`src/rtl/fir_alu_pkg.sv`:
```
// Shared opcode encoding for the FIR multiply-accumulate ALU.
package fir_alu_pkg;

  typedef logic [1:0] op_t;

  localparam op_t OP_ADD  = 2'b00;
  localparam op_t OP_MUL  = 2'b01;
  localparam op_t OP_MAC  = 2'b10;
  localparam op_t OP_MACL = 2'b11;

endpackage

```
`src/rtl/fir_mac_alu_if.sv`:
```
// Operand/result handshake bus between fetch logic, the MAC ALU and the FIR output register.
interface fir_mac_alu_if
  import fir_alu_pkg::*;
#(
  parameter int DATA_W = 16,
  parameter int ACC_W  = 40
) ();

  logic                     in_valid;
  logic                     in_ready;
  op_t                      op;
  logic signed [DATA_W-1:0] a;
  logic signed [DATA_W-1:0] b;
  logic                     out_valid;
  logic                     out_ready;
  logic signed [ACC_W-1:0]  out;
  logic                     acc_ovf;

  modport master (
    output in_valid, op, a, b, out_ready,
    input  in_ready, out_valid, out, acc_ovf
  );

  modport slave (
    input  in_valid, op, a, b, out_ready,
    output in_ready, out_valid, out, acc_ovf
  );

endinterface

```
`src/rtl/fir_sat_add.sv`:
```
// W-bit signed adder with overflow detect and optional clamp to full scale.
module fir_sat_add #(
  parameter int W   = 40,
  parameter bit SAT = 1'b1
) (
  input  logic signed [W-1:0] a,
  input  logic signed [W-1:0] b,
  output logic signed [W-1:0] result,
  output logic                ovf
);

  localparam logic signed [W-1:0] MAX_V = {1'b0, {(W-1){1'b1}}};
  localparam logic signed [W-1:0] MIN_V = {1'b1, {(W-1){1'b0}}};

  logic [W:0] sum;

  // NOTE: every output gets a value on every path, so no latch is inferred.
  always_comb begin
    sum    = {a[W-1], a} + {b[W-1], b};
    ovf    = sum[W] != sum[W-1];
    result = sum[W-1:0];
    // Overflow only happens when both addends share a sign, so b's sign picks the rail.
    if (SAT && ovf) begin
      result = b[W-1] ? MIN_V : MAX_V;
    end
  end

endmodule

```
`src/rtl/fir_mac_alu.sv`:
```
// Two-stage pipelined ADD/MUL/MAC/MACL unit; stage 1 computes, stage 2 owns the accumulator.
module fir_mac_alu
  import fir_alu_pkg::*;
#(
  parameter int DATA_W = 16,
  parameter int ACC_W  = 40,
  parameter bit SAT    = 1'b1
) (
  input logic          clk,
  input logic          rst_n,
  fir_mac_alu_if.slave bus
);

  if (ACC_W < 2*DATA_W+1) begin : g_width_check
    $error("fir_mac_alu: ACC_W must be at least 2*DATA_W+1");
  end

  logic                     adv1, adv2;
  logic                     s1_valid;
  op_t                      s1_op;
  logic signed [ACC_W-1:0]  s1_res;
  logic signed [ACC_W-1:0]  s1_next;
  logic signed [DATA_W:0]   add_w;
  logic signed [2*DATA_W-1:0] mul_w;
  logic                     out_valid;
  logic signed [ACC_W-1:0]  out_q;
  logic signed [ACC_W-1:0]  acc;
  logic                     acc_ovf;
  logic signed [ACC_W-1:0]  mac_res;
  logic                     mac_ovf;

  assign adv2         = !out_valid || bus.out_ready;
  assign adv1         = !s1_valid || adv2;
  assign bus.in_ready = adv1;
  assign bus.out_valid = out_valid;
  assign bus.out      = out_q;
  assign bus.acc_ovf  = acc_ovf;

  always_comb begin
    add_w   = {bus.a[DATA_W-1], bus.a} + {bus.b[DATA_W-1], bus.b};
    mul_w   = (2*DATA_W)'(bus.a) * (2*DATA_W)'(bus.b);
    s1_next = (bus.op == OP_ADD) ? ACC_W'(add_w) : ACC_W'(mul_w);
  end

  fir_sat_add #(.W(ACC_W), .SAT(SAT)) u_acc_add (
    .a      (acc),
    .b      (s1_res),
    .result (mac_res),
    .ovf    (mac_ovf)
  );

  // NOTE: sequential state uses non-blocking assignments so both stages see pre-edge values.
  always_ff @(posedge clk) begin
    if (!rst_n) begin
      // NOTE: data registers are reset too, so out and acc read zero after reset.
      s1_valid  <= 1'b0;
      s1_op     <= OP_ADD;
      s1_res    <= '0;
      out_valid <= 1'b0;
      out_q     <= '0;
      acc       <= '0;
      acc_ovf   <= 1'b0;
    end else begin
      if (adv1) begin
        s1_valid <= bus.in_valid;
        if (bus.in_valid) begin
          s1_op  <= bus.op;
          s1_res <= s1_next;
        end
      end
      if (adv2) begin
        out_valid <= s1_valid;
        if (s1_valid) begin
          unique case (s1_op)
            OP_MAC: begin
              acc   <= mac_res;
              out_q <= mac_res;
              if (mac_ovf) acc_ovf <= 1'b1;
            end
            OP_MACL: begin
              acc     <= s1_res;
              out_q   <= s1_res;
              acc_ovf <= 1'b0;
            end
            default: out_q <= s1_res;
          endcase
        end
      end
    end
  end

endmodule

```
`src/flat_wrapper.sv`:
```
// flat-port wrapper written by rule: the top's interface ports become plain ports
module fir_mac_alu_flat import fir_alu_pkg::*;
#(
  parameter int DATA_W = 16,
  parameter int ACC_W  = 40,
  parameter bit SAT    = 1'b1
)
  (clk, rst_n, bus_in_valid, bus_op, bus_a, bus_b, bus_out_ready, bus_in_ready, bus_out_valid, bus_out, bus_acc_ovf);
  fir_mac_alu_if #(.DATA_W(DATA_W), .ACC_W(ACC_W)) bus_i ();
  input logic clk;
  input logic rst_n;
  input wire logic [$bits(bus_i.in_valid)-1:0] bus_in_valid;
  input wire logic [$bits(bus_i.op)-1:0] bus_op;
  input wire logic [$bits(bus_i.a)-1:0] bus_a;
  input wire logic [$bits(bus_i.b)-1:0] bus_b;
  input wire logic [$bits(bus_i.out_ready)-1:0] bus_out_ready;
  output wire logic [$bits(bus_i.in_ready)-1:0] bus_in_ready;
  output wire logic [$bits(bus_i.out_valid)-1:0] bus_out_valid;
  output wire logic [$bits(bus_i.out)-1:0] bus_out;
  output wire logic [$bits(bus_i.acc_ovf)-1:0] bus_acc_ovf;
  assign bus_i.in_valid = bus_in_valid;
  assign bus_i.op = bus_op;
  assign bus_i.a = bus_a;
  assign bus_i.b = bus_b;
  assign bus_i.out_ready = bus_out_ready;
  assign bus_in_ready = bus_i.in_ready;
  assign bus_out_valid = bus_i.out_valid;
  assign bus_out = bus_i.out;
  assign bus_acc_ovf = bus_i.acc_ovf;
  fir_mac_alu #(.DATA_W(DATA_W), .ACC_W(ACC_W), .SAT(SAT)) u_core (.clk(clk), .rst_n(rst_n), .bus(bus_i));
endmodule
```
`config.mk`:
```
export PLATFORM = sky130hd
export DESIGN_NAME = fir_mac_alu_flat
export DESIGN_NICKNAME = d
export VERILOG_FILES = /design/src/rtl/fir_alu_pkg.sv /design/src/rtl/fir_mac_alu_if.sv /design/src/rtl/fir_sat_add.sv /design/src/rtl/fir_mac_alu.sv /design/src/flat_wrapper.sv
export SDC_FILE = /design/constraint.sdc
export NUM_CORES = 1
export LEC_CHECK = 0
export ABC_AREA = 1
export CELL_PAD_IN_SITES_DETAIL_PLACEMENT = 0
export CELL_PAD_IN_SITES_GLOBAL_PLACEMENT = 1
export CORE_MARGIN = 2
export CORE_UTILIZATION = 45
export DETAILED_ROUTE_END_ITERATION = 6
export PLACE_DENSITY = 0.79
export SLEW_MARGIN = 20
export SYNTH_ARGS = -nofsm -noshare
export SYNTH_HDL_FRONTEND = slang
export SYNTH_SLANG_ARGS = --single-unit
```
`constraint.sdc`:
```
create_clock -name clk -period 7.5 [get_ports clk]
set_input_delay 0.75 -clock clk [delete_from_list [all_inputs] [get_ports clk]]
set_output_delay 0.75 -clock clk [all_outputs]
set_load 0.01 [all_outputs]
```
==> flow_metrics.env <==
export IMPL_synth_avg_cell_area_sq_um=7.18
export IMPL_viasPerCell=5.16
export IMPL_p_sw_uw=5910
export IMPL_final_common_cell="nand2_1"
export IMPL_p_int_uw=4630
export IMPL_finalSetupViolCount=0
export IMPL_hold_depth=2
export IMPL_final_cell_mix="643 x nand2_1, 563 x inv_1, 264 x fa_1"
export IMPL_path_buf_inv=4
export IMPL_tightest_slew_ns=1.06
export IMPL_fin_crit_sh_pct=91.4
export IMPL_drive_above_1_share_pct=8.66
export IMPL_synth_top_cell_area_share_pct=27.2
export IMPL_critPathMaxFanout=16
export IMPL_htree_levels=4
export IMPL_dr_pass1_iters=5
export IMPL_required_ns=7.87
export IMPL_cpMaxStageDelayCell="clkdlybuf4s50_1"
export IMPL_die_h_um=212
export IMPL_port_buffers=80
export IMPL_period_minus_slack_ns=6.85
export IMPL_min_to="u_core.bus.out[20]"
export IMPL_path_class="primary input to flip-flop"
export IMPL_die_area_sq_um=44800
export IMPL_ios=81
export IMPL_antenna_left=0
export IMPL_ys_seq_area_share_pct=12.1
export IMPL_cp_start_kind="primary input"
export IMPL_outcome="complete, no violations"
export IMPL_die_x_um=212
export IMPL_clock_skew_ns=0.0122
export IMPL_rr_startpoint="u_core.s1_res[0]"
export IMPL_synthCells=2701
export IMPL_synth_top_area_cell="fa_1"
export IMPL_cp_end_kind="flip-flop"
export IMPL_clkSlewWorstSetupHoldPaths_ns=0.06
export IMPL_cts_made_buffers=17
export IMPL_fin_area_sq_um=21300
export IMPL_max_freq_mhz=146
export IMPL_fin_util_pct=49.9
export IMPL_grt_pass1_wl_um=92200
export IMPL_slowest_delay_ns=1.03
export IMPL_fin_tns_setup_ns=0
export IMPL_drc=0
export IMPL_grt_pass1_vias=17600
export IMPL_sequentialPowerShare_pct=7.7
export IMPL_clk_latency_ns=0.44
export IMPL_holdBufCountCts=0
export IMPL_holdCritStartpoint="u_core.bus.out[20]"
export IMPL_path_depth=25
export IMPL_critPathArrivalTime_ns=7.23
export IMPL_post_cts_resized=0
export IMPL_worst_r2r_setup_slack_ns=3.59
export IMPL_post_cts_buffers=0
export IMPL_initial_core_util_pct=45.3
export IMPL_yosys_warnings=0
export IMPL_critical_path_top_delay_family="adder cells"
export IMPL_antenna_cells=0
export IMPL_p_sw_share_pct=56.1
export IMPL_root_buffer="clkbuf_16"
export IMPL_synth_area_top_cells="fa_1 27%, nand2_1 12%, dfxtp_1 12%, inv_1 11%, ha_1 9.0%"
export IMPL_synthesis_area_sq_um=19400
export IMPL_core_area_sq_um=42800
export IMPL_cts_tree="yes"
export IMPL_hold_path_class="flip-flop to flip-flop"
export IMPL_drtIter0Drc=1059
export IMPL_grt_ovfl_total=0
export IMPL_cap_violations=0
export IMPL_synth_nets=3142
export IMPL_power_density_nw_per_um2=494
export IMPL_hpwl_um=46100
export IMPL_grt_max_degree=72
export IMPL_place_congestion=0.927
export IMPL_num_fill_cells=4356
export IMPL_dpl_cell_area_sq_um=20700
export IMPL_synth_cell_types=47
export IMPL_grt_setup_unrepaired="no"
export IMPL_wl_um=56800
export IMPL_hold_ws_ns=0.463
export IMPL_synth_seq_cells=117
export IMPL_fin_nets=3187
export IMPL_antenna_found_initial=0
export IMPL_reg2regPathDepth=16
export IMPL_multiInputGateArea_sq_um=14400
export IMPL_report_final_slew_viol_count=0
export IMPL_hold_viol=0
export IMPL_p_comb_share_pct=84.0
export IMPL_power_frac_clock_pct=8.3
export IMPL_grt_util_all_layers_pct=26.3
export IMPL_cts_path_max_buffers=2
export IMPL_slew_headroom_pct=29.3
export IMPL_wl_per_cell_um=17.2
export IMPL_cts_sinks=117
export IMPL_peakVddDrop_mv=0.431
export IMPL_regArea_sq_um=2340
export IMPL_leakagePower_uw=0.0111
export IMPL_area_growth_pct=9.99
export IMPL_power_uw=10500
export IMPL_r2r_end="u_core.bus.out[0]"
export IMPL_vias=17100
export IMPL_rows=76
## metrics by stage
step,worst slack [ns],instances
2_1_floorplan,1.26,2701
3_3_place_gp,0.328,3273
3_5_place_dp,0.242,3273
4_1_cts,0.677,3305
5_1_grt,0.367,3305
6_report,0.646,3305
## Yosys cell counts, drive strengths merged
library cell	number
nand2	705
inv	568
a21oi	283
fa	264
nor2	157
ha	139
nand3	129
dfxtp	117
o21ai	104
clkbuf	74
xor2	33
buf	21
xnor2	21
nor3	15
nand4	10
o21bai	10
or2	8
o211ai	7
a21boi	6
a31oi	6
a21o	5
a221oi	3
and3	2
nand3b	2
nor3b	2
nor4	2
o21a	2
o31ai	2
a211oi	1
a31o	1
clkinv	1
nand2b	1
## logic make-up after synthesis
| logic type | after synthesis | synth area share [%] |
|---|---|---|
| AO/OA/AOI/OAI | 430 | 12.6 |
| AND/OR/NAND/NOR | 1033 | 23.2 |
| XOR/XNOR | 54 | 2.44 |
| buffers and inverters | 664 | 13.5 |
| flip-flops | 117 | 12.1 |
| adder cells (fa/ha/maj) | 403 | 36.2 |
## worst register-to-register path, cell delays in order, from the launching register on
cell	delay, ns
dfxtp_1	0.36
ha_1	0.31
inv_1	0.09
fa_1	0.42
inv_1	0.18
nand3_1	0.11
nand2_2	0.18
nand2_1	0.09
nand3_2	0.14
nand3_2	0.11
nand4_1	0.13
nand2_2	0.08
nand2_4	0.11
nand3_4	0.71
nand3_1	0.45
nand2_1	0.21
a21oi_1	0.16
## how the worst max path moves through the flow
stage	to	start	slack (ns)
6_report	u_core.s1_res[38]	bus_a[12]	0.65
5_1_grt	u_core.s1_res[27]	bus_a[12]	0.37
4_1_cts	u_core.s1_res[38]	bus_a[10]	0.68
3_5_place_dp	u_core.s1_res[38]	bus_a[10]	0.24
3_3_place_gp	u_core.s1_res[38]	bus_b[7]	0.33
2_1_floorplan	u_core.s1_res[30]	bus_a[15]	1.26
## flip-flops by register name (all words and copies together) (netlist names)
name,cells
u_core.bus.out,40
u_core.s1_valid,1
u_core.s1_res,32
u_core.s1_op,2
u_core.acc,40
u_core.bus.out_valid,1
u_core.bus.acc_ovf,1
## layer usage
metal | global-route usage, % | part of all wire [%] | wire length [um] | vias up
met3 | 2.24 | 4.2 | 2370 | 76
met1 | 34.3 | 44 | 25100 | 8177
li1 | - | - | - | 8359
met4 | 7.84 | 2.5 | 1410 | 0
met5 | 0 | 0 | 0 | -
met2 | 46.3 | 49 | 28000 | 454
## final cells by class
cell class                 instances  area share [%]
timing repair buffer             121            5.20
sequential                       117            11.0
inverter                         569            10.0
clock inverter                    13           0.856
multi-input combinational       1920            67.7
clock buffer                      19            2.03
tap                              546            3.20
## power groups by stage
stage	registers (uW)	logic, uW	clock network [uW]
after global placement	816	8800	0
after detailed placement	818	8810	0
final	808	8860	877
after CTS	805	8880	890
after floorplan	785	6910	0
after global routing	818	10200	915
No activity file was read; power rests on OpenSTA's default activity.
